===== src/rtl/mips_mem_pkg.sv =====
// Shared types and constants for the TinyMIPS memory responder.
package mips_mem_pkg;

   localparam int unsigned DEF_WIDTH  = 8;
   localparam int unsigned DEF_ADDR_W = 8;
   // Wait counter width; covers WAIT_CYCLES up to 15.
   localparam int unsigned CNT_W      = 4;

   typedef enum logic [1:0] {
      ST_IDLE = 2'd0,
      ST_WAIT = 2'd1,
      ST_RESP = 2'd2
   } state_t;

endpackage


===== src/rtl/mem_array.sv =====
// Byte storage: one synchronous write port, one asynchronous read port.
// Contents are deliberately not reset so preloaded programs survive reset.
module mem_array
   import mips_mem_pkg::*;
#(
   parameter int unsigned WIDTH  = DEF_WIDTH,
   parameter int unsigned ADDR_W = DEF_ADDR_W
) (
   input  logic              clk,
   input  logic              i_we,
   input  logic [ADDR_W-1:0] i_waddr,
   input  logic [WIDTH-1:0]  i_wdata,
   input  logic [ADDR_W-1:0] i_raddr,
   output logic [WIDTH-1:0]  o_rdata
);

   localparam int unsigned DEPTH = 2 ** ADDR_W;

   logic [WIDTH-1:0] r_mem [DEPTH];

   // Synchronous write port.
   always_ff @(posedge clk) begin
      if (i_we) begin
         r_mem[i_waddr] <= i_wdata;
      end
   end

   assign o_rdata = r_mem[i_raddr];

endmodule


===== src/rtl/mips_mem_responder.sv =====
// Wait-state memory responder for the multicycle TinyMIPS memory port,
// with a side-band preload port usable only while the bus is idle.
module mips_mem_responder
   import mips_mem_pkg::*;
#(
   parameter int unsigned WIDTH       = DEF_WIDTH,
   parameter int unsigned ADDR_W      = DEF_ADDR_W,
   parameter int unsigned WAIT_CYCLES = 2
) (
   input  logic              clk,
   input  logic              reset,
   input  logic [ADDR_W-1:0] adr,
   input  logic [WIDTH-1:0]  writedata,
   input  logic              memread,
   input  logic              memwrite,
   output logic [WIDTH-1:0]  memdata,
   output logic              ready,
   output logic              busy,
   output logic              err,
   input  logic              ld_en,
   input  logic [ADDR_W-1:0] ld_adr,
   input  logic [WIDTH-1:0]  ld_data
);

   // Zero wait states skips WAIT and goes IDLE -> RESP directly.
   localparam bit              NO_WAIT  = (WAIT_CYCLES == 0);
   localparam logic [CNT_W-1:0] CNT_INIT =
      (WAIT_CYCLES == 0) ? '0 : CNT_W'(WAIT_CYCLES - 1);

   state_t            r_state;
   logic [CNT_W-1:0]  r_cnt;
   logic [ADDR_W-1:0] r_adr;
   logic [WIDTH-1:0]  r_wdata;
   logic              r_write;

   logic              w_idle;
   logic              w_req_one;
   logic              w_req_both;
   logic              w_accept;
   logic              w_enter_resp;
   logic              w_cur_write;
   logic [ADDR_W-1:0] w_cur_adr;
   logic [WIDTH-1:0]  w_cur_wdata;
   logic              w_fsm_we;
   logic              w_ld_we;
   logic              w_err_set;
   logic              w_mem_we;
   logic [ADDR_W-1:0] w_mem_waddr;
   logic [WIDTH-1:0]  w_mem_wdata;
   logic [WIDTH-1:0]  w_mem_rdata;

   // Request decode in IDLE.
   assign w_idle     = (r_state == ST_IDLE);
   assign w_req_one  = memread ^ memwrite;
   assign w_req_both = memread & memwrite;
   assign w_accept   = w_idle & w_req_one;

   // The edge that enters RESP performs the array access.
   assign w_enter_resp = ((r_state == ST_WAIT) && (r_cnt == '0)) ||
                         (w_accept && NO_WAIT);

   // With no wait states the access happens on the accept edge, so the
   // live bus is used instead of the latched copy.
   assign w_cur_write = w_idle ? memwrite  : r_write;
   assign w_cur_adr   = w_idle ? adr       : r_adr;
   assign w_cur_wdata = w_idle ? writedata : r_wdata;

   assign w_fsm_we  = w_enter_resp & w_cur_write;
   assign w_ld_we   = w_idle & ~memread & ~memwrite & ld_en;
   assign w_err_set = (w_idle & w_req_both) | (~w_idle & ld_en);

   // Single write port shared by the FSM and the preload port; they are
   // mutually exclusive because preload requires an idle, request-free bus.
   assign w_mem_we    = w_fsm_we | w_ld_we;
   assign w_mem_waddr = w_fsm_we ? w_cur_adr   : ld_adr;
   assign w_mem_wdata = w_fsm_we ? w_cur_wdata : ld_data;

   mem_array #(
      .WIDTH  (WIDTH),
      .ADDR_W (ADDR_W)
   ) u_mem_array (
      .clk     (clk),
      .i_we    (w_mem_we),
      .i_waddr (w_mem_waddr),
      .i_wdata (w_mem_wdata),
      .i_raddr (w_cur_adr),
      .o_rdata (w_mem_rdata)
   );

   // Control FSM, wait counter, request latches and registered outputs.
   always_ff @(posedge clk or negedge reset) begin
      if (!reset) begin
         r_state <= ST_IDLE;
         r_cnt   <= '0;
         r_adr   <= '0;
         r_wdata <= '0;
         r_write <= 1'b0;
         memdata <= '0;
         ready   <= 1'b0;
         busy    <= 1'b0;
         err     <= 1'b0;
      end else begin
         ready <= 1'b0;
         err   <= w_err_set;

         if (w_enter_resp && !w_cur_write) begin
            memdata <= w_mem_rdata;
         end

         case (r_state)
            ST_IDLE: begin
               if (w_accept) begin
                  r_adr   <= adr;
                  r_wdata <= writedata;
                  r_write <= memwrite;
                  busy    <= 1'b1;
                  if (NO_WAIT) begin
                     r_state <= ST_RESP;
                     ready   <= 1'b1;
                  end else begin
                     r_state <= ST_WAIT;
                     r_cnt   <= CNT_INIT;
                  end
               end
            end
            ST_WAIT: begin
               if (r_cnt == '0) begin
                  r_state <= ST_RESP;
                  ready   <= 1'b1;
               end else begin
                  r_cnt <= r_cnt - CNT_W'(1);
               end
            end
            ST_RESP: begin
               r_state <= ST_IDLE;
               busy    <= 1'b0;
            end
            default: begin
               r_state <= ST_IDLE;
               busy    <= 1'b0;
            end
         endcase
      end
   end

endmodule


===== config.mk =====
export PLATFORM = sky130hd
export DESIGN_NAME = mips_mem_responder
export DESIGN_NICKNAME = d
export VERILOG_FILES = /design/src/rtl/mips_mem_pkg.sv /design/src/rtl/mem_array.sv /design/src/rtl/mips_mem_responder.sv
export SDC_FILE = /design/constraint.sdc
export NUM_CORES = 2
export LEC_CHECK = 0
export CAP_MARGIN = 10
export CORE_ASPECT_RATIO = 1.75
export CORE_MARGIN = 2
export CORE_UTILIZATION = 60
export DETAILED_ROUTE_END_ITERATION = 10
export PLACE_DENSITY = 0.76
export SLEW_MARGIN = 25
export SYNTH_ARGS = -nofsm -noshare
export SYNTH_HDL_FRONTEND = slang
export SYNTH_HIERARCHICAL = 1
export SYNTH_SLANG_ARGS = --single-unit

===== constraint.sdc =====
create_clock -name clk -period 12.41 [get_ports clk]
set_input_delay 2.482 -clock clk [delete_from_list [all_inputs] [get_ports clk]]
set_output_delay 2.482 -clock clk [all_outputs]
set_load 0.005 [all_outputs]

=== Yosys cells after proc, flatten, opt, wreduce, memory -nomap -nowiden ===
Memory sizes are Yosys's and may differ from the RTL's. A register that Yosys moved wholly into a read port is not among the register bits.
Index checks and enable logic that the tools add are counted.

* $add $sub $neg: 1
* $mul: 0
* Divide/modulo/power cells: 0
* Order comparisons: 0
* Eq/ne operators: 4
* Shift-type cells: 0
* Multiplexer cells: 17
* Bitwise gates (word level): 15
* Reduce and logical (&&, ||, !) cells: 11

{| class="wikitable"
|+ Operators with widths
! cell !! count
|-
| $mux 8 || 4
|-
| $and 1x1->1 || 8
|-
| $mux 4 || 2
|-
| $pmux 4 s2 || 1
|-
| $mux 1 || 6
|-
| $reduce_and 2->1 || 3
|-
| $logic_not 4->1 || 1
|-
| $mux 2 || 2
|-
| $ne 2x1->1 const B || 2
|-
| $not 1->1 || 4
|-
| $pmux 2 s2 || 1
|-
| $sub 4x1->4 const B || 1
|-
| $reduce_and 3->1 || 1
|-
| $eq 2x1->1 const B || 1
|-
| $logic_and 1x1->1 || 2
|-
| $logic_not 1->1 || 2
|-
| $logic_not 2->1 || 1
|-
| $ne 2x2->1 const B || 1
|-
| $or 1x1->1 || 2
|-
| $pmux 1 s2 || 1
|-
| $reduce_bool 2->1 || 1
|-
| $xor 1x1->1 || 1
|}

* Flip-flop bits (word level): 26
* Latch bits: 0
* RAM bits: 2,048
* Bits in read-only memories: 0
* Input bits: 37
* Output and inout port bits: 11
* Memories: 1

{| class="wikitable"
|+ Memory list
! name !! words !! bits a word !! rd ports !! clocked after memory_dff !! wr ports !! line !! RTL
|-
| u_mem_array.r_mem || 256 || 8 || 1 || 1 || 1 || mem_array.sv:19 || <nowiki>logic [WIDTH-1:0] r_mem [DEPTH];</nowiki>
|}

=== Logic depth before layout (Yosys ltp) ===
* Depth after elaboration: 7
* Gate-level depth with buffers: 14
* Mapped depth without buffers: 9

=== Modules after synthesis ===
The synthesis kept the hierarchy.

{| class="wikitable"
|+ By module, submodules not included
! module !! times used !! cells each !! area an instance (µm²)
|-
| mem_array || 1 || 3,725 || 79,396.1
|-
| mips_mem_responder || 1 || 145 || 1,776.7
|}

=== Worst setup path before layout ===
Ideal clock, no wire load.

* Path kind: input port to flip-flop
* Start point: input writedata[0]
* End point: memory u_mem_array/r_mem[0][0] (netlist name) (data pin)
* Library setup time: 1.574 ns
* Data arrival time: 9.408 ns
* Path slack: 1.428 ns
* Stages on the path: 2
* Path buffers: 0
* Cell sequence: mux2i_1 -> a21oi_1

* Word-level cells in the longest chain between the ends: 2

{| class="wikitable"
|+ Ends and longest elaborated chain
! element !! line !! RTL
|-
| start: declaration || mips_mem_responder.sv:13 || <nowiki>input logic [WIDTH-1:0] writedata,</nowiki>
|-
| $mux 8 || mips_mem_responder.sv:66 || <nowiki>assign w_cur_wdata = w_idle ? writedata : r_wdata;</nowiki>
|-
| $mux 8 || mips_mem_responder.sv:76 || <nowiki>assign w_mem_wdata = w_fsm_we ? w_cur_wdata : ld_data;</nowiki>
|-
| via w_mem_wdata[0] || mips_mem_responder.sv:49 || <nowiki>logic [WIDTH-1:0] w_mem_wdata;</nowiki>
|-
| end: declaration || mem_array.sv:19 ||
|}

The timed path passes the listed nets, and every way through them passes these cells.

=== Worst setup path in the final report ===
* Start point: input adr[0]
* End point: register memdata[3], read port of u_mem_array.r_mem

* Word-level cells in the longest chain between the ends: 1

{| class="wikitable"
|+ Ends and longest elaborated chain
! element !! line !! RTL
|-
| start: declaration || mips_mem_responder.sv:12 || <nowiki>input logic [ADDR_W-1:0] adr,</nowiki>
|-
| $mux 8 || mips_mem_responder.sv:65 || <nowiki>assign w_cur_adr = w_idle ? adr : r_adr;</nowiki>
|-
| via w_cur_adr[0] || mips_mem_responder.sv:42 || <nowiki>logic [ADDR_W-1:0] w_cur_adr;</nowiki>
|-
| end: declaration || mips_mem_responder.sv:16 || <nowiki>output logic [WIDTH-1:0] memdata,</nowiki>
|}

The timed path passes the listed nets, and every way through them passes these cells.
A chain may end at the register's enable or synchronous reset.

==> run metrics <==
status completed; grt met2 use 0.502; CTS HTree Levels 4; Seq pwr share 0.397; TritonCTS clock tree done; crit-path max FO 56; Primary FF master, synth edfxtp_1; Combinational Power Share 0.337; RSZ-0062 raised after global routing no; PD cells 232 mW/mm^2; I/O Buffers 47; cts hold-fix bufs 0; Area Overhead vs Synth 9.92%; P_sw ~6.9 mW; FILL cells 8178; Post-route DRC 0; Placed Area ~0.083 sq mm; hold wc startpoint r_wdata[3]$_DFFE_PN0P_; setup tns final 0 ps; Final Skew 24.6 ps; total of max-cap violations 0; post-route minimum period 7090 ps; wirelength, routed 200 mm; cell-internal power 13.9 mW; Max IR drop VDD 0.200 mV; layout net count 3960; largest net degree at the start of global routing 233; # rows 178; WL/cell 34.2 microns; Layout Utilization 0.664; post-CTS setup buffers 0; YS warnings 6; Worst R2R Start r_state[1]$_DFFE_PN0P_; GRT Overall Usage 0.293; synthesis-stage register bit count approximately 2.1k; clk root buf clkbuf_16; routing usage on met3 0.0561; Top-Level Pins 48; crit share post-route 0.571; clk sink count 2082; clock share of power 0.266; hpwl dp ~120 mm; max-slew violation count 0; DRT iter0 DRCs about 5k; Finished Cell Area between 0.08 and 0.09 sq mm; die height 491 microns; # setup viols final 0; Yosys top cell area share 0.758; clock-pin slew on the worst setup and hold paths 70 ps; Crit. End Element flip-flop; Synth cell types 61; Longest Clk Path Bufs 3; Max Fclk 141 MHz; fraction of power spent switching nets 0.332; CP Launch Type input pin; total CTS buffers 167; first-pass GRT wire length 288 mm; initial antenna violation count 6; post-CTS sizing 0; worst setup path startpoint adr[0]; ratio of cells with drive above 1 in the final layout 0.218; number of synthesized flops with an enable pin around 2.0k; Least-Margin Pin Slew 1380 ps; vias 40.6k; Post-DRT Antenna Nets 0; grt peak-use layer met2; Static Leak between 20 and 30 nW; crit path kind input pin to flip-flop; number of global-route vias before repair 41.3k; clk_lat worst skew 810 ps; top post-synthesis cells by area edfxtp_1 (76%), mux4_2 (13%), mux2i_1 (1.8%); Slew headroom 0.0719; final hold vios 0; vias per inst 6.92; GRT overflow 0; Post-Syn Area 0.0812 sq mm; die width 282 microns; Placer Congestion 0.879; Core ar. 0.134 sq mm; First-pass DRT Iterations 8; Hold WC Path Type flip-flop to flip-flop; Avg Inst Size Synth around 21 sq um; Critical Path AT 7780 ps; Die ar. between 0.1 and 0.15 sq mm; async set or reset register ratio after synthesis 0.0163; area leader, netlist edfxtp_1; Initial Utilization 0.604; Synth Net Count 3910; met1 usage 0.344; Worst EP required 13110 ps; Post-Syn Instances 3870; FF-to-FF setup slack 6630 ps; Seq/Total Area, Yosys 0.768
==> area by class of cell <==
type                    instances  area, sq um  area share
diodes                          1         2.50   0.0000280
clock buffers                 194         4310      0.0483
clock inverters               118         1400      0.0157
inverters                       5         18.8    0.000210
multi-input cells            1540        17600       0.197
flip-flops and latches       2082        62300       0.699
well taps                    1800         2250      0.0252
repair buffers                124         1300      0.0146
==> through the flow <==
stage	hold slack (ps)	total power [mW]	setup WS, ps	cells
final	507	20.7	5320	5864
after global routing	533	21.3	5320	5864
after CTS	508	20.7	5540	5858
after detailed placement	493	15.2	4660	5546
after global placement	484	15.1	4440	5543
after floorplan	475	13.2	1430	3870
==> cells in the final DEF (no fill, tap or decap), drive strengths merged, types with 4 or more instances in the layout <==
master         instances
nand2                 34
clkinv                60
a22oi                133
bufinv                25
and2                   6
or2                    4
a31oi                 10
a221oi                14
clkinvlp              21
mux2                  43
o221ai                47
clkdlybuf4s50         46
dfrtp                 34
nor4                  29
o21ai                 14
nor2b                 34
edfxtp              2048
o22a                   5
buf                   78
mux2i                142
a22o                   8
mux4                 456
a211oi                16
o22ai                 28
a2111oi                5
nor2                 286
nand2b                 9
nor3                  22
o211ai                11
o32ai                  5
inv                   17
nand4                 10
a21oi                105
nand3                 39
clkbuf               194
==> path summary, 6_finish.rpt <==
check / endpoint / cells past startpoint
hold / removal: r_wdata[3]$_DFFE_PN0P_ / 1
min in group asynchronous: r_cnt[1]$_DFFE_PN0P_ / 1
setup reg to reg: u_mem_array/r_mem[90][4]$_DFFE_PP_ / 8
max in group asynchronous: memdata[7]$_DFFE_PN0P_ / 1
hold reg to reg: r_wdata[3]$_DFFE_PN0P_ / 1
setup / recovery: memdata[3]$_DFFE_PN0P_ / 10
==> worst max-delay path, stage by stage <==
cell and delay, ps:
clkdlybuf4s50_1 500, mux2_8 650, buf_4 630, buf_4 510, mux4_2 610, a22oi_1 570, a21oi_1 170, nor4_1 1150
nor4_1 100, mux2_2 320
==> synthesized netlist by cell type, drive strengths merged (29+ instances only) <==
cell type / n
edfxtp: 2048
mux4: 456
nor2: 286
mux2i: 142
a22oi: 133
buf: 128
clkbuf: 115
a21oi: 105
o221ai: 47
mux2: 43
nand3: 39
dfrtp: 34
nand2: 34
nor2b: 34
nor4: 29
==> sequential cells by signal, indices dropped and copies added (netlist names) <==
| signal | flops |
|---|---|
| u_mem_array/r_mem | 2048 |
| memdata | 8 |
| r_adr | 8 |
| r_wdata | 8 |
| r_cnt | 4 |
| r_state | 2 |
| busy | 1 |
| err | 1 |
| r_write | 1 |
| ready | 1 |
==> cells by family after synthesis <==
logic type / after synthesis / share of synthesized area
multiplexers: 641 / 0.150
adder cells (fa/ha/maj): 3 / 0.000462
flip-flops: 2082 / 0.768
AND/OR/NAND/NOR: 487 / 0.0274
buffers and inverters: 248 / 0.0186
AO/OA/AOI/OAI: 409 / 0.0353
==> power groups by stage <==
stage	Combinational [mW]	Sequential, mW	Clock, mW
2_1_floorplan	4.69	8.55	0
3_3_place_gp	6.74	8.39	0
3_5_place_dp	6.84	8.39	0
4_1_cts	6.89	8.24	5.58
5_1_grt	7.21	8.24	5.82
6_report	6.98	8.24	5.52
==> metal layers <==
layer	wire [microns]	share of wire
met1	64200	0.32
met2	104000	0.52
met3	17500	0.087
met4	14300	0.071
met5	42	0.00021
(Power assumes the default switching activity.)
